**config.mk**
```make
export PLATFORM = sky130hd
export DESIGN_NAME = multicycle_control_fsm_flat
export DESIGN_NICKNAME = d
export VERILOG_FILES = /design/src/rtl/mc_ctrl_pkg.sv /design/src/rtl/multicycle_control_fsm_if.sv /design/src/rtl/mc_wait_counter.sv /design/src/rtl/multicycle_control_fsm.sv /design/src/flat_wrapper.sv
export SDC_FILE = /design/constraint.sdc
export NUM_CORES = 1
export LEC_CHECK = 0
export ABC_AREA = 1
export BUFFER_PORTS_ARGS = -buffer_cell sky130_fd_sc_hd__buf_2
export CAP_MARGIN = 10
export CORE_ASPECT_RATIO = 0.6
export CORE_MARGIN = 8
export CORE_UTILIZATION = 53
export CTS_CLUSTER_SIZE = 24
export DETAILED_ROUTE_END_ITERATION = 12
export GPL_ROUTABILITY_DRIVEN = 1
export PLACE_DENSITY_LB_ADDON = 0.25
export REMOVE_ABC_BUFFERS = 1
export SLEW_MARGIN = 20
export SYNTH_ARGS = -nofsm -noshare
export SYNTH_HDL_FRONTEND = slang
export SYNTH_SLANG_ARGS = --single-unit
```
**constraint.sdc**
```tcl
create_clock -name clock -period 2.6 [get_ports clock]
set_clock_uncertainty 0.05 [all_clocks]
set_input_delay 0.26 -clock clock [delete_from_list [all_inputs] [get_ports clock]]
set_output_delay 0.26 -clock clock [all_outputs]
set_load 0.01 [all_outputs]
```
**src/rtl/mc_ctrl_pkg.sv**
```systemverilog
// Shared types and encodings for the multicycle MIPS control FSM.
// State/ALU-op enums, opcode/funct values and datapath mux select codes.
package mc_ctrl_pkg;

   typedef enum logic [5:0] {
      S_FETCH     = 6'd0,
      S_DECODE    = 6'd1,
      S_EXEC_R    = 6'd2,
      S_WB_R      = 6'd3,
      S_EXEC_I    = 6'd4,
      S_WB_I      = 6'd5,
      S_MEM_ADDR  = 6'd6,
      S_MEM_READ  = 6'd7,
      S_MEM_WB    = 6'd8,
      S_MEM_WRITE = 6'd9,
      S_BRANCH    = 6'd10,
      S_LUI       = 6'd11,
      S_JUMP      = 6'd12,
      S_JAL       = 6'd13,
      S_JR        = 6'd14,
      S_ILLEGAL   = 6'd15,
      S_HALT      = 6'd16
   } state_t;

   typedef enum logic [2:0] {
      ALU_LOAD = 3'd0,
      ALU_ADD  = 3'd1,
      ALU_SUB  = 3'd2,
      ALU_AND  = 3'd3,
      ALU_INC  = 3'd4,
      ALU_NEG  = 3'd5,
      ALU_XOR  = 3'd6,
      ALU_COMP = 3'd7
   } alu_op_t;

   localparam logic [5:0] OP_RTYPE = 6'h00, OP_J    = 6'h02, OP_JAL = 6'h03,
                          OP_BEQ   = 6'h04, OP_BNE  = 6'h05, OP_ADDI = 6'h08,
                          OP_LUI   = 6'h0F, OP_LW   = 6'h23, OP_SW  = 6'h2B;

   localparam logic [5:0] FN_NOP = 6'h00, FN_JR  = 6'h08, FN_HALT = 6'h0D,
                          FN_ADD = 6'h20, FN_SUB = 6'h22, FN_AND  = 6'h24,
                          FN_XOR = 6'h26, FN_SLT = 6'h2A;

   localparam logic [1:0] PCSRC_ALU  = 2'd0, PCSRC_ALUOUT = 2'd1,
                          PCSRC_JUMP = 2'd2, PCSRC_REG_A  = 2'd3;
   localparam logic [1:0] SRCB_B   = 2'd0, SRCB_FOUR    = 2'd1,
                          SRCB_IMM = 2'd2, SRCB_IMM_SH2 = 2'd3;
   localparam logic [1:0] M2R_ALUOUT = 2'd0, M2R_MDR = 2'd1,
                          M2R_LUI    = 2'd2, M2R_PC  = 2'd3;
   localparam logic [1:0] RDST_RT = 2'd0, RDST_RD = 2'd1, RDST_RA = 2'd2;

   function automatic alu_op_t funct_alu_op(logic [5:0] fn);
      case (fn)
         FN_SUB:  return ALU_SUB;
         FN_AND:  return ALU_AND;
         FN_XOR:  return ALU_XOR;
         FN_SLT:  return ALU_COMP;
         default: return ALU_ADD;
      endcase
   endfunction

   function automatic logic is_wait_state(state_t s);
      return (s == S_FETCH) || (s == S_MEM_READ) || (s == S_MEM_WRITE);
   endfunction

endpackage

```
**src/rtl/multicycle_control_fsm_if.sv**
```systemverilog
// Bundle between the control FSM (master) and the multicycle datapath (slave).
interface multicycle_control_fsm_if;
   logic [5:0] opcode;
   logic [5:0] funct;
   logic       Zero_flag;
   logic       PCWrite, IorD, MemReadWrite, IRWrite, AluSrcA, RegWrite;
   logic       AWrite, BWrite, AluOutWrite, MDRWrite;
   logic [1:0] PCSource, AluSrcB, MemtoReg, RegDst;
   logic [2:0] ALUOpOut;
   logic [5:0] State_out;
   logic       Illegal, Halted;

   modport master (
      input  opcode, funct, Zero_flag,
      output PCWrite, IorD, MemReadWrite, IRWrite, AluSrcA, RegWrite,
             AWrite, BWrite, AluOutWrite, MDRWrite,
             PCSource, AluSrcB, MemtoReg, RegDst, ALUOpOut, State_out, Illegal, Halted
   );

   modport slave (
      output opcode, funct, Zero_flag,
      input  PCWrite, IorD, MemReadWrite, IRWrite, AluSrcA, RegWrite,
             AWrite, BWrite, AluOutWrite, MDRWrite,
             PCSource, AluSrcB, MemtoReg, RegDst, ALUOpOut, State_out, Illegal, Halted
   );
endinterface

```
**src/rtl/mc_wait_counter.sv**
```systemverilog
// Memory wait-state counter: counts up while enabled, done once it reaches MAX.
module mc_wait_counter #(
   parameter int unsigned MAX = 2
) (
   input  logic clock,
   input  logic reset,
   input  logic clear,
   input  logic enable,
   output logic done
);
   logic [3:0] count_q, count_d;

   always_comb begin
      count_d = count_q;
      if (clear)       count_d = 4'd0;
      else if (enable) count_d = count_q + 4'd1;
   end

   always_ff @(posedge clock) begin
      if (!reset) count_q <= 4'd0;
      else        count_q <= count_d;
   end

   assign done = (count_q == 4'(MAX));
endmodule

```
**src/rtl/multicycle_control_fsm.sv**
```systemverilog
// Control FSM for the multicycle MIPS datapath: sequences fetch/decode/execute/
// memory/write-back and drives every datapath select and write enable.
module multicycle_control_fsm
   import mc_ctrl_pkg::*;
#(
   parameter int unsigned MEM_WAIT        = 2,
   parameter bit          HALT_ON_ILLEGAL = 1'b0
) (
   input  logic clock,
   input  logic reset,
   multicycle_control_fsm_if.master bus
);
   state_t     state_q, state_d;
   logic       illegal_hold_q, illegal_hold_d;
   logic       wait_done, wait_en, wait_clr;
   logic       pc_write, iord, mem_rw, ir_write, alu_src_a, reg_write;
   logic       a_write, b_write, alu_out_write, mdr_write;
   logic [1:0] pc_source, alu_src_b, mem_to_reg, reg_dst;
   alu_op_t    alu_op;

   // Counter restarts whenever the state changes, so each access counts from 0.
   assign wait_en  = is_wait_state(state_q);
   assign wait_clr = (state_d != state_q);

   mc_wait_counter #(.MAX(MEM_WAIT)) u_wait (
      .clock  (clock),
      .reset  (reset),
      .clear  (wait_clr),
      .enable (wait_en),
      .done   (wait_done)
   );

   always_comb begin
      state_d        = state_q;
      illegal_hold_d = illegal_hold_q;
      case (state_q)
         S_FETCH:     if (wait_done) state_d = S_DECODE;
         S_DECODE: begin
            case (bus.opcode)
               OP_RTYPE: begin
                  case (bus.funct)
                     FN_ADD, FN_SUB, FN_AND, FN_XOR, FN_SLT: state_d = S_EXEC_R;
                     FN_JR:   state_d = S_JR;
                     FN_NOP:  state_d = S_FETCH;
                     FN_HALT: state_d = S_HALT;
                     default: state_d = S_ILLEGAL;
                  endcase
               end
               OP_ADDI:        state_d = S_EXEC_I;
               OP_LW, OP_SW:   state_d = S_MEM_ADDR;
               OP_BEQ, OP_BNE: state_d = S_BRANCH;
               OP_LUI:         state_d = S_LUI;
               OP_J:           state_d = S_JUMP;
               OP_JAL:         state_d = S_JAL;
               default:        state_d = S_ILLEGAL;
            endcase
         end
         S_EXEC_R:    state_d = S_WB_R;
         S_EXEC_I:    state_d = S_WB_I;
         S_MEM_ADDR:  state_d = (bus.opcode == OP_SW) ? S_MEM_WRITE : S_MEM_READ;
         S_MEM_READ:  if (wait_done) state_d = S_MEM_WB;
         S_MEM_WRITE: if (wait_done) state_d = S_FETCH;
         S_ILLEGAL: begin
            if (HALT_ON_ILLEGAL) begin
               state_d        = S_HALT;
               illegal_hold_d = 1'b1;
            end else begin
               state_d = S_FETCH;
            end
         end
         S_HALT:      state_d = S_HALT;
         default:     state_d = S_FETCH;
      endcase
   end

   always_ff @(posedge clock) begin
      if (!reset) begin
         state_q        <= S_FETCH;
         illegal_hold_q <= 1'b0;
      end else begin
         state_q        <= state_d;
         illegal_hold_q <= illegal_hold_d;
      end
   end

   always_comb begin
      pc_write = 1'b0; iord = 1'b0; mem_rw = 1'b0; ir_write = 1'b0;
      alu_src_a = 1'b0; reg_write = 1'b0; a_write = 1'b0; b_write = 1'b0;
      alu_out_write = 1'b0; mdr_write = 1'b0;
      pc_source = PCSRC_ALU; alu_src_b = SRCB_B; mem_to_reg = M2R_ALUOUT;
      reg_dst = RDST_RT; alu_op = ALU_LOAD;
      case (state_q)
         S_FETCH: begin
            alu_src_b = SRCB_FOUR; alu_op = ALU_ADD; mdr_write = 1'b1;
            if (wait_done) begin
               pc_write = 1'b1; ir_write = 1'b1; a_write = 1'b1; b_write = 1'b1;
            end
         end
         S_DECODE: begin
            alu_src_b = SRCB_IMM_SH2; alu_op = ALU_ADD; alu_out_write = 1'b1;
         end
         S_EXEC_R: begin
            alu_src_a = 1'b1; alu_op = funct_alu_op(bus.funct); alu_out_write = 1'b1;
         end
         S_WB_R:      begin reg_write = 1'b1; reg_dst = RDST_RD; end
         S_EXEC_I, S_MEM_ADDR: begin
            alu_src_a = 1'b1; alu_src_b = SRCB_IMM; alu_op = ALU_ADD; alu_out_write = 1'b1;
         end
         S_WB_I:      reg_write = 1'b1;
         S_MEM_READ:  begin iord = 1'b1; mdr_write = 1'b1; end
         S_MEM_WB:    begin reg_write = 1'b1; mem_to_reg = M2R_MDR; end
         // A single write strobe on the last wait cycle, address held throughout.
         S_MEM_WRITE: begin iord = 1'b1; mem_rw = wait_done; end
         S_BRANCH: begin
            alu_src_a = 1'b1; alu_op = ALU_SUB; pc_source = PCSRC_ALUOUT;
            pc_write  = ((bus.opcode == OP_BEQ) &&  bus.Zero_flag) ||
                        ((bus.opcode == OP_BNE) && !bus.Zero_flag);
         end
         S_LUI:       begin reg_write = 1'b1; mem_to_reg = M2R_LUI; end
         S_JUMP:      begin pc_write = 1'b1; pc_source = PCSRC_JUMP; end
         // Link and jump share a cycle: the register file samples PC+4 before PC moves.
         S_JAL: begin
            reg_write = 1'b1; reg_dst = RDST_RA; mem_to_reg = M2R_PC;
            pc_write  = 1'b1; pc_source = PCSRC_JUMP;
         end
         S_JR:        begin pc_write = 1'b1; pc_source = PCSRC_REG_A; end
         default: ;
      endcase
   end

   assign bus.PCWrite      = pc_write & reset;
   assign bus.MemReadWrite = mem_rw & reset;
   assign bus.IRWrite      = ir_write & reset;
   assign bus.RegWrite     = reg_write & reset;
   assign bus.AWrite       = a_write & reset;
   assign bus.BWrite       = b_write & reset;
   assign bus.AluOutWrite  = alu_out_write & reset;
   assign bus.MDRWrite     = mdr_write & reset;
   assign bus.IorD         = iord;
   assign bus.AluSrcA      = alu_src_a;
   assign bus.PCSource     = pc_source;
   assign bus.AluSrcB      = alu_src_b;
   assign bus.MemtoReg     = mem_to_reg;
   assign bus.RegDst       = reg_dst;
   assign bus.ALUOpOut     = alu_op;
   assign bus.State_out    = state_q;
   assign bus.Illegal      = (state_q == S_ILLEGAL) || ((state_q == S_HALT) && illegal_hold_q);
   assign bus.Halted       = (state_q == S_HALT);
endmodule

```
**src/flat_wrapper.sv**
```systemverilog
// flat-port wrapper written by rule: the top's interface ports become plain ports
module multicycle_control_fsm_flat import mc_ctrl_pkg::*;
#(
   parameter int unsigned MEM_WAIT        = 2,
   parameter bit          HALT_ON_ILLEGAL = 1'b0
)
  (clock, reset, bus_opcode, bus_funct, bus_Zero_flag, bus_PCWrite, bus_IorD, bus_MemReadWrite, bus_IRWrite, bus_AluSrcA, bus_RegWrite, bus_AWrite, bus_BWrite, bus_AluOutWrite, bus_MDRWrite, bus_PCSource, bus_AluSrcB, bus_MemtoReg, bus_RegDst, bus_ALUOpOut, bus_State_out, bus_Illegal, bus_Halted);
  multicycle_control_fsm_if bus_i ();
  input  logic clock;
  input  logic reset;
  input wire logic [$bits(bus_i.opcode)-1:0] bus_opcode;
  input wire logic [$bits(bus_i.funct)-1:0] bus_funct;
  input wire logic [$bits(bus_i.Zero_flag)-1:0] bus_Zero_flag;
  output wire logic [$bits(bus_i.PCWrite)-1:0] bus_PCWrite;
  output wire logic [$bits(bus_i.IorD)-1:0] bus_IorD;
  output wire logic [$bits(bus_i.MemReadWrite)-1:0] bus_MemReadWrite;
  output wire logic [$bits(bus_i.IRWrite)-1:0] bus_IRWrite;
  output wire logic [$bits(bus_i.AluSrcA)-1:0] bus_AluSrcA;
  output wire logic [$bits(bus_i.RegWrite)-1:0] bus_RegWrite;
  output wire logic [$bits(bus_i.AWrite)-1:0] bus_AWrite;
  output wire logic [$bits(bus_i.BWrite)-1:0] bus_BWrite;
  output wire logic [$bits(bus_i.AluOutWrite)-1:0] bus_AluOutWrite;
  output wire logic [$bits(bus_i.MDRWrite)-1:0] bus_MDRWrite;
  output wire logic [$bits(bus_i.PCSource)-1:0] bus_PCSource;
  output wire logic [$bits(bus_i.AluSrcB)-1:0] bus_AluSrcB;
  output wire logic [$bits(bus_i.MemtoReg)-1:0] bus_MemtoReg;
  output wire logic [$bits(bus_i.RegDst)-1:0] bus_RegDst;
  output wire logic [$bits(bus_i.ALUOpOut)-1:0] bus_ALUOpOut;
  output wire logic [$bits(bus_i.State_out)-1:0] bus_State_out;
  output wire logic [$bits(bus_i.Illegal)-1:0] bus_Illegal;
  output wire logic [$bits(bus_i.Halted)-1:0] bus_Halted;
  assign bus_i.opcode = bus_opcode;
  assign bus_i.funct = bus_funct;
  assign bus_i.Zero_flag = bus_Zero_flag;
  assign bus_PCWrite = bus_i.PCWrite;
  assign bus_IorD = bus_i.IorD;
  assign bus_MemReadWrite = bus_i.MemReadWrite;
  assign bus_IRWrite = bus_i.IRWrite;
  assign bus_AluSrcA = bus_i.AluSrcA;
  assign bus_RegWrite = bus_i.RegWrite;
  assign bus_AWrite = bus_i.AWrite;
  assign bus_BWrite = bus_i.BWrite;
  assign bus_AluOutWrite = bus_i.AluOutWrite;
  assign bus_MDRWrite = bus_i.MDRWrite;
  assign bus_PCSource = bus_i.PCSource;
  assign bus_AluSrcB = bus_i.AluSrcB;
  assign bus_MemtoReg = bus_i.MemtoReg;
  assign bus_RegDst = bus_i.RegDst;
  assign bus_ALUOpOut = bus_i.ALUOpOut;
  assign bus_State_out = bus_i.State_out;
  assign bus_Illegal = bus_i.Illegal;
  assign bus_Halted = bus_i.Halted;
  multicycle_control_fsm #(.MEM_WAIT(MEM_WAIT), .HALT_ON_ILLEGAL(HALT_ON_ILLEGAL)) u_core (.clock(clock), .reset(reset), .bus(bus_i));
endmodule
```
# After elaboration in Yosys (flattened, before gate mapping)
# Index checks and enable logic that the tools add are counted.
dict set report classes {
  n_eq_ne 33
  bitwise 7
  n_mux 22
  n_reduce_logical 22
  add_sub_neg 1
}
# operator count
set op_table {}
lappend op_table {{$eq 6x4->1 const B} 12}
lappend op_table {{$pmux 6 s8} 1}
lappend op_table {{$eq 6x6->1 const B} 7}
lappend op_table {{$eq 6x3->1 const B} 6}
lappend op_table {{$pmux 5 s7} 1}
lappend op_table {{$eq 6x2->1 const B} 4}
lappend op_table {{$pmux 5 s4} 1}
lappend op_table {{$logic_not 6->1} 3}
lappend op_table {{$mux 6} 3}
lappend op_table {{$pmux 2 s3} 3}
lappend op_table {{$reduce_or 2->1} 7}
lappend op_table {{$pmux 3 s4} 1}
lappend op_table {{$reduce_or 4->1} 3}
lappend op_table {{$reduce_or 5->1} 2}
lappend op_table {{$pmux 3 s3} 1}
lappend op_table {{$mux 1} 8}
lappend op_table {{$and 1x1->1} 6}
lappend op_table {{$eq 6x1->1 const B} 1}
lappend op_table {{$eq 6x5->1 const B} 1}
lappend op_table {{$ne 6x6->1} 1}
lappend op_table {{$add 4x1->4 const B} 1}
lappend op_table {{$eq 4x2->1 const B} 1}
lappend op_table {{$mux 4} 1}
lappend op_table {{$pmux 2 s2} 1}
lappend op_table {{other kinds (6)} 9}
dict set report word_totals {
  elab_cells 87
  regBits 10
  output_inout_bits 29
  inputBits 15
}

# Logic depth before layout (Yosys ltp)
# Gate-level depths: netlist of run 1.
dict set report logic_depth {
  word_depth 7
  mapped_depth 15
}

# Hierarchy
# From an unflattened synthesis of run 1, not the netlist that was laid out.
dict set report unflattened {
  hier_cells 215
  hier_area_um2 1239.9
}
# mod cells_per_inst seq_area_each_um2 area_each_um2 n_inst
set modules_own_cells {}
lappend modules_own_cells {multicycle_control_fsm 190 120.1 1047.3 1}
lappend modules_own_cells {mc_wait_counter 25 80.1 192.7 1}

# Worst setup path after synthesis of run 1
# No wires, ideal clock.
dict set report synth_timing {
  path_type {flip-flop to output port}
  startpoint {register u_core.state_q[3] (netlist: u_core.bus.State_out[3])}
  endpoint {output bus_RegWrite}
  slack_ns 0.862
  stages_incl_launch_ff 7
  arrival_time_ns 1.428
  path_cell_list {dfxtp_1 > inv_1 > nor2_1 > inv_1 > o31ai_1 > a21oi_1 > a21oi_1}
}
dict set report synth_between {
  elab_chain_len 4
  elab_cells_between_ends 8
  cone_classes {eq/ne: 5; mux: 1; bitwise: 1; reduce/logical: 1}
}
# element line_no
set synth_lines {}
lappend synth_lines {{start: declaration} multicycle_control_fsm.sv:13} ;# state_t state_q, state_d;
lappend synth_lines {{start signal: assignment} multicycle_control_fsm.sv:81} ;# state_q <= state_d;
lappend synth_lines {{$eq 6x3->1, or another cell as far along} multicycle_control_fsm.sv:92} ;# case (state_q)
lappend synth_lines {{$reduce_or 5->1 (no line) *} n/a}
lappend synth_lines {{$mux 1 *} multicycle_control_fsm.sv:92}
lappend synth_lines {{$and 1x1->1 *} multicycle_control_fsm.sv:134} ;# assign bus.RegWrite = reg_write & reset;
lappend synth_lines {{end: declaration} flat_wrapper.sv:19} ;# output wire logic [$bits(bus_i.RegWrite)-1:0] bus_RegWrite;
# Every way passes the cells marked *; elsewhere a longest branch is shown, timed or not.

# Worst setup path after layout of run 1
# Ends and elaborated chain as after synthesis.

==> results.toml, run 1 <==
[run_status]
status = "finished, final reports clean"

[worst_setup_path]
r2r_slack_ps = 680
crit_type = "flip-flop to output pin"
reg2reg_from = "u_core.bus.State_out[3]"
cp_slowest_cell = "dfxtp_1"
path_max_fanout = 6
crit_family = "flip-flops"
cp_num_buf_inv = 3
path_cells = "inv_1 > nor2_1 > inv_1 > o31ai_1 > a21oi_1 > a21oi_1 > buf_2"
reg2regPathDepth = 12
required_ps = 2290
crit_path_start_kind = "flip-flop"
crit_path_end_kind = "output pin"
crit_start = "u_core.bus.State_out[3]"
slowest_delay_ps = 450
endpoint = "bus_RegWrite"
r2r-end = "u_core.u_wait.count_q[1]"
crit_cells = 7
critical_path_arrival_ps = 1660

[placed_design]
io_buffers = 43
gp_congestion = 0.839
place_area_um2 = 1420
dpl.hpwl_um = 2770

[drt]
drt-initial-drc-count = 171
drt_wl_total_um = 3270
final_antenna_net_count = 0
vias = 1448
drcViolationCount = 0
firstDrtPassIters = 4
wl_per_cell_um = 11.1
drt-vias-per-instance = 4.91

[synthesis]
ys_async_sr_fraction = 0
synthTopCellsByCount = "nor2_1, nand2_1, inv_1"
ys_seq_area_frac = 0.169
yosys.area.top_type = "dfxtp_1"
avgSynthCellArea_um2 = 5.34
synth_top_cell_area_share = 0.169
yosysWarnings = 0
ys_types = 28
synth_area_um2 = 1180
synth.most_common_cell = "nor2_1"
ys_ff_latch = 10
yosys-top-cells-area = "dfxtp_1, nor2_1, nand2_1, nand3_1, inv_1"
ys.flop_type = "dfxtp_1"
synth_cells = 221
synth_edf_count = 0

[finish]
fin_util = 0.690
drive_gt1_frac = 0.257
antennaDiodeCount = 0
stdcell_area_um2 = 1470
layout.nets = 283
area_growth_pct = 24.5

[cts]
cts_resized = 0
cts_root_buffer = "clkbuf_8"
cts_max_level = 1
clock-sinks = 10
numCtsBuffers = 3
path_clk_slew_ps = 50
cts_hold_buf = 0
clockBufferDepth = 2
clk-insertion-delay-late_ps = 240
cts_setup_buffers = 0
tritoncts = "done"

[flow_run]
cap_viol_max_count = 0

[global_routing]
grt_max_degree = 12
gr-usage-all-layers = 0.174
grt.overflow.total = 0
grt_pass1_vias = 1309
grt_antenna_before_repair = 0
grt_pass1_wl_um = 5860

[sta]
layout_worst_path_cycle_share = 0.756
setup-violations-final = 0
rsz0062_at_grt = "no"
fmax_mhz = 509
slew_violations = 0
finalCriticalPeriod_ps = 1970
tns_ps = 0
timing.final.hold_violations = 0

[floorplan]
die_w_um = 76.9
start_util = 0.554
std_cell_rows = 13
io_pins = 44
core_um2 = 2130
fp.dieH_um = 52.6
die_area_um2 = 4040

[hold_path]
hold_path.class = "input port to flip-flop"

[power]
powerDensity_nw_per_um2 = 310
leakage_nw = 0.845
irDropWorstVdd_uv = 280
## metrics by stage
step           power (mW)  worst slack, ps  hold slack, ps  std cells
2_1_floorplan       0.227              862             448        218
3_3_place_gp        0.263              751             480        291
3_5_place_dp        0.263              730             483        291
4_1_cts             0.459              654             413        295
5_1_grt             0.486              426             434        295
6_report            0.456              635             421        295
## state kept, by name (all words and copies together), names as in the netlist
register,cells
u_core.u_wait.count_q,4
u_core.bus.State_out,6
## metal layers
metal | vias up | wire length (um) | share of wire | GRT usage
li1 | 772 | - | - | -
met2 | 56 | 1190 | 0.37 | 0.243
met4 | 0 | 17 | 0.0052 | 0.0380
met5 | - | 0 | 0 | 0
met3 | 5 | 345 | 0.11 | 0.0616
met1 | 615 | 1710 | 0.52 | 0.246
## how the worst min path moves through the flow
stage	startpoint	to	cells after the start
5_1_grt	reset	u_core.bus.State_out[4]	3
3_3_place_gp	u_core.u_wait.count_q[3]	u_core.u_wait.count_q[3]	4
6_report	reset	u_core.bus.State_out[4]	3
3_5_place_dp	u_core.u_wait.count_q[3]	u_core.u_wait.count_q[3]	4
2_1_floorplan	reset	u_core.bus.State_out[4]	2
4_1_cts	reset	u_core.bus.State_out[4]	3
## power breakdown
part	leakage [nW]	switching (mW)	internal [mW]	total, mW
Combinational	0.735	0.0626	0.0356	0.0982
Sequential	0.0812	0.00484	0.158	0.162
Clock	0.0288	0.0623	0.133	0.195
## layout by cell type, fill, tap and decap left out
cell type and n:
nor2_2 4, nand2_2 2, o21ai_0 2, a31oi_1 1
clkbuf_8 4, o21ai_1 1, o31ai_1 1, buf_2 43
conb_1 1, or2_1 1, nor3b_1 1, and3_1 1
xor2_1 3, nand2_1 45, nor2_4 2, nand3_1 28
a21oi_1 12, dfxtp_1 10, nor3_1 4, or3_1 1
inv_1 33, xnor2_1 1, inv_2 11, nand3_4 1
nand4_1 3, nor2_1 46, ha_1 2, nor2_8 1
## worst register-to-register path, stage by stage, from the launching register on
cell     delay, ps
dfxtp_1        370
nor2_2         260
inv_2          120
nor2_8         160
nand2_2         60
or2_1          230
nand2_1         70
inv_1           50
a21oi_1        130
nand2_1         80
nor2_2         110
nand2_2         80
nor2_1          90
## cell type report
type	instances	area, um^2
Multi-Input combinational cell	164	797
Fill cell	195	661
Timing Repair Buffer	43	215
Sequential cell	10	200
Inverter	44	165
Clock buffer	4	55.1
Tap cell	30	37.5
## cells by family (layout without fill, tap and decap cells)
logic type,count (synthesis),in the layout,share of synthesized area
buffers and inverters,47,91,0.156
adders and majority gates,2,2,0.0212
and+or+nand+nor,140,140,0.546
other,1,1,0.00317
DFF,10,10,0.169
xor gates and xnor gates,4,4,0.0297
AOI/OAI and AO/OA,17,17,0.0752
(Power assumes the default switching activity.)
==> run 2, diff against run 1 <==
CORE_UTILIZATION = 44   (was 53)
clock period = 1.75 ns   (was 2.6 ns; I/O delays follow)
==> results.toml, run 2 (same netlist as run 1, synthesis figures left out) <==
[worst_setup_path]
crit_type = "flip-flop to output pin"
crit_path_start_kind = "flip-flop"
slowest_delay_ps = 360
critical_path_arrival_ps = 1630
path_max_fanout = 4
cp_num_buf_inv = 3
required_ps = 1520
crit_family = "simple AND/OR/NAND/NOR gates"
cp_slowest_cell = "dfxtp_2"
r2r_slack_ps = -100
path_cells = "nor2_4 > inv_2 > nor2_4 > nand2_2 > nand2_2 > buf_4 > or3_1 > buf_2"
crit_path_end_kind = "output pin"

[power]
irDropWorstVdd_uv = 468
leakage_nw = 1.01
powerDensity_nw_per_um2 = 399

[floorplan]
fp.dieH_um = 56.1
die_w_um = 82.9
start_util = 0.468
core_um2 = 2520
io_pins = 44
die_area_um2 = 4650
std_cell_rows = 14

[global_routing]
groute.layer.met2.usage = 0.241
grt_busiest_layer = "met2"
grt_pass1_wl_um = 6530
gr-usage-all-layers = 0.165
met3_usage = 0.0541
grt_antenna_before_repair = 0
grt_pass1_vias = 1450
grt_max_degree = 12
use_met1 = 0.226
grt.overflow.total = 0

[sta]
slew_violations = 0
tns_ps = -1020
setup-violations-final = 14
setup_ws_ps = -104
rsz0062_at_grt = "yes"
layout_worst_path_cycle_share = 1.06
finalCriticalPeriod_ps = 1850
fmax_mhz = 539
timing.final.hold_violations = 0

[drt]
drt-vias-per-instance = 5.15
drt-initial-drc-count = 167
final_antenna_net_count = 0
wl_per_cell_um = 13.8
drt_wl_total_um = 4460
firstDrtPassIters = 4
drcViolationCount = 0
vias = 1657

[placed_design]
io_buffers = 43
dpl.hpwl_um = 3110
gp_congestion = 0.949
dpl.cell_count = 312
pre_cts_ws_ps = -55.9

[cts]
cts_max_level = 1
cts_hold_buf = 0
numCtsBuffers = 3
path_clk_slew_ps = 50
clk-insertion-delay-late_ps = 240
tritoncts = "done"
clockBufferDepth = 2
cts_root_buffer = "clkbuf_8"
clock-sinks = 10

[hold_path]
hold_path.class = "input port to flip-flop"

[finish]
drive_gt1_frac = 0.472
area_growth_pct = 57.1
largest_reg_flops = 6
layout.nets = 308
final_cell_mix = "buf_2, nand2_1, nor2_1, inv_1, nand3_1"
final_common_cell = "buf_2"
fin_cells = 322
antennaDiodeCount = 0

[run_status]
status = "finished with violations"
violations = "negative setup slack"

[flow_run]
cap_viol_max_count = 0
run 2: final cells by class:
type                       count  area, um^2
fill                         203         667
tap                           32        40.0
timing repair buffer          68         410
inverter                      44         165
clock buffer                   4        55.1
sequential                    10         216
multi-input combinational    164         968
run 2: report_power, final:
part | internal [mW] | total [mW] | switching (mW)
combinational | 0.0834 | 0.205 | 0.121
sequential | 0.231 | 0.238 | 0.00746
clock | 0.198 | 0.298 | 0.0992
run 2: routing by layer:
metal / vias to the layer above / wire [um] / share of wire
met3: 2 / 439 / 0.099
met5: - / 0 / 0
met2: 94 / 1910 / 0.43
met4: 0 / 16 / 0.0036
met1: 735 / 2090 / 0.47
li1: 826 / - / -
run 2: per-stage QoR:
stage | hold WS [ps] | total power [mW] | area (um^2) | util
finish | 348 | 0.741 | 1860 | 0.736
floorplan | 363 | 0.338 | 1160 | -
detailed placement | 498 | 0.410 | 1560 | 0.619
global placement | 492 | 0.410 | 1560 | 0.619
global route | 389 | 0.778 | 1860 | 0.736
CTS | 357 | 0.714 | 1690 | 0.671
run 2: what timing repair did:
| action | CTS | global route |
|---|---|---|
| endpoints found under the setup margin | 15 | 18 |
| buffers inserted | 2 | 5 |
| pin swaps | 3 | 19 |
| gates resized for setup | 24 | 38 |
| endpoints found under the hold margin | 0 | 0 |
run 2: worst register-to-register path: cells and delay by family, from the launching register on:
kind | cells | cell delay (ps)
AO/OA/AOI/OAI | 1 | 120
buffers and inverters | 1 | 40
flip-flops | 1 | 340
AND/OR/NAND/NOR | 10 | 1230
run 2: final timing paths:
kind                                                from                        to  cells after the start
worst max-delay path             u_core.bus.State_out[5]           bus_ALUOpOut[0]                      8
worst min-delay path                               reset   u_core.bus.State_out[4]                      3
worst max register to register   u_core.bus.State_out[5]  u_core.u_wait.count_q[2]                     12
worst min register to register  u_core.u_wait.count_q[3]  u_core.u_wait.count_q[3]                      4
==> run 3, diff against run 2 <==
ABC_AREA = default   (was 1)
CORE_UTILIZATION = 45   (was 44)
REMOVE_ABC_BUFFERS = default   (was 1)
==> results.toml, run 3 <==
[run_status]
status = "finished with violations"
violations = "negative setup slack"

[power]
p_sw_frac = 0.290
irDropWorstVdd_uv = 487
p_seq_frac = 0.314
switchingPower_mw = 0.216
internal_power_mw = 0.530
leakage_nw = 1.05
p_clk_frac = 0.398
power_frac_comb = 0.288
powerDensity_nw_per_um2 = 326

[placed_design]
gp_congestion = 0.958
dpl.cell_count = 309
dpl.hpwl_um = 4010
io_buffers = 43
place_area_um2 = 1870

[drt]
final_antenna_net_count = 0
drt-vias-per-instance = 6.13
vias = 1986
firstDrtPassIters = 5
drt-initial-drc-count = 216
wl_per_cell_um = 18.6
drt_wl_total_um = 6020
drcViolationCount = 0

[finish]
drive_gt1_frac = 0.572
layout.nets = 310
fin_cells = 324
largest_reg_flops = 6
antennaDiodeCount = 0
nFillCells = 143
fin_util = 0.894
final_common_cell = "buf_4"
area_growth_pct = 84.0
final_cell_mix = "buf_4, buf_2, nor2_1, nand2_1, buf_6"
stdcell_area_um2 = 2290

[worst_setup_path]
crit_family = "simple AND/OR/NAND/NOR gates"
crit_path_end_kind = "flip-flop"
reg2regPathDepth = 7
path_cells = "buf_6 > clkinvlp_4 > nor3_1 > nand3_1 > a32oi_1 > nand4_1 > nor3_1"
path_max_fanout = 6
crit_path_start_kind = "flip-flop"
r2r-end = "u_core.u_wait.count_q[3]"
reg2reg_from = "u_core.bus.State_out[3]"
crit_top_cell = "nor3_1"
required_ps = 1850
critical_path_arrival_ps = 2150
r2r_slack_ps = -300
crit_type = "flip-flop to flip-flop"
slowest_delay_ps = 370
cp_slowest_cell = "dfxtp_4"
cp_num_buf_inv = 2

[synthesis]
ys.flop_type = "dfxtp_1"
syn-num-nets = 209
yosys-top-cells-area = "dfxtp_1, nor2_1, nor3_1, nand2_1, nand3_1"
synth_edf_count = 0
avgSynthCellArea_um2 = 6.47
yosys.area.top_type = "dfxtp_1"
synthTopCellsByCount = "nor2_1, nand2_1, nor3_1"
synth_cells = 192
synth.most_common_cell = "nor2_1"
synth_top_cell_area_share = 0.161
ys_seq_area_frac = 0.161
ys_async_sr_fraction = 0
yosysWarnings = 0
ys_ff_latch = 10
ys_types = 53
synth_area_um2 = 1240

[floorplan]
die_w_um = 83.8
std_cell_rows = 14
fp.dieH_um = 56.7
core_um2 = 2560
io_pins = 44
die_area_um2 = 4750
start_util = 0.486

[hold_path]
hold_depth = 2
hold_path_end = "u_core.bus.State_out[4]"
hold_start = "reset"
hold_path.class = "input port to flip-flop"

[global_routing]
grt_busiest_layer = "met2"
met3_usage = 0.0633
grt_max_degree = 11
groute.layer.met2.usage = 0.337
grt_pass1_vias = 1851
gr-usage-all-layers = 0.222
grt_pass1_wl_um = 8930
grt_antenna_before_repair = 0
use_met1 = 0.303
grt.overflow.total = 0

[sta]
setup-violations-final = 17
layout_worst_path_cycle_share = 1.17
slew_violations = 0
fmax_mhz = 488
timing.final.hold_violations = 0
rsz0062_at_grt = "yes"
max_slew_margin = 0.576
worstMarginPinSlew_ps = 634
setup_ws_ps = -301
finalCriticalPeriod_ps = 2050

[cts]
tritoncts = "done"
clk-insertion-delay-late_ps = 240
numCtsBuffers = 3
cts_root_buffer = "clkbuf_8"
cts_max_level = 1
path_clk_slew_ps = 50
clock-sinks = 10
clockBufferDepth = 2
cts_hold_buf = 0

[flow_run]
cap_viol_max_count = 0
==> run 3: cell count changes in the layout (fill, tap and decap cells not counted), moves of 9 or more <==
| cell | before | now |
|---|---|---|
| nor2_1 | 33 | 18 |
| buf_4 | 23 | 55 |
| nand3_1 | 28 | 9 |
| inv_1 | 29 | 5 |
| nand2_1 | 35 | 14 |
| inv_2 | 15 | 2 |
| nor3_1 | 2 | 11 |
| buf_6 | 2 | 14 |
==> run 3: worst max path at each step <==
stage                     cells after the start                       end  slack [ps]                      from
after floorplan                               7  u_core.u_wait.count_q[1]        -100   u_core.bus.State_out[0]
after global placement                        6  u_core.u_wait.count_q[1]        -230   u_core.bus.State_out[3]
after detailed placement                      8  u_core.u_wait.count_q[1]        -240  u_core.u_wait.count_q[0]
after CTS                                     5            bus_AluSrcB[1]        -200   u_core.bus.State_out[2]
after global routing                          8  u_core.u_wait.count_q[3]        -370  u_core.u_wait.count_q[0]
final                                         7  u_core.u_wait.count_q[3]        -300   u_core.bus.State_out[3]
==> run 3: metal layers <==
metal / share of wire / up-vias
met4: 0.015 / 0
met5: 0 / -
li1: - / 898
met3: 0.12 / 13
met1: 0.43 / 939
met2: 0.43 / 136
==> run 3: what timing repair did <==
| action | 4_1_cts | 5_1_grt |
|---|---|---|
| endpoints found under the setup margin | 22 | 31 |
| resized for setup | 32 | 42 |
| setup buffers | 7 | 4 |
| pin swaps | 9 | 13 |
==> run 3: area by class of cell <==
| cell class | instances | area, um^2 | share of cell area |
|---|---|---|---|
| Tap cell | 32 | 40.0 | 0.0175 |
| Clock buffer | 4 | 55.1 | 0.0241 |
| Timing Repair Buffer | 110 | 791 | 0.346 |
| Multi-Input combinational cell | 160 | 1150 | 0.504 |
| Sequential cell | 10 | 215 | 0.0941 |
| Inverter | 8 | 33.8 | 0.0148 |
==> run 3: worst register-to-register path: stages (launching register included) <==
cell        delay, ps
dfxtp_4           370
buf_6             140
clkinvlp_4        150
nor3_1            370
nand3_1           160
a32oi_1           190
nand4_1           240
nor3_1            290
==> run 3: cells by family after synthesis <==
family / Yosys count / synth area share
adder cells (fa/ha/maj): 2 / 0.0201
AND/OR/NAND/NOR: 101 / 0.417
buffers and inverters: 22 / 0.0816
XOR/XNOR: 7 / 0.0493
other: 1 / 0.00302
multiplexers: 1 / 0.00906
flip-flops: 10 / 0.161
AO/OA/AOI/OAI: 48 / 0.259
==> run 3: power by group through the flow <==
stage / Combinational [mW] / Clock [mW] / Sequential, mW
finish: 0.215 / 0.297 / 0.234
global route: 0.232 / 0.314 / 0.234
CTS: 0.191 / 0.293 / 0.236
detailed placement: 0.170 / 0 / 0.240
global placement: 0.169 / 0 / 0.240
floorplan: 0.0824 / 0 / 0.241
==> run 3: stage by stage <==
step                TNS [ps]  hold slack (ps)  setup slack (ps)  power (mW)
CTS                    -2410              227              -201       0.720
floorplan               -350              410             -99.2       0.324
detailed placement     -1290              473              -237       0.411
global route           -3770              203              -366       0.780
finish                 -2910              211              -301       0.746
global placement       -1400              465              -228       0.408
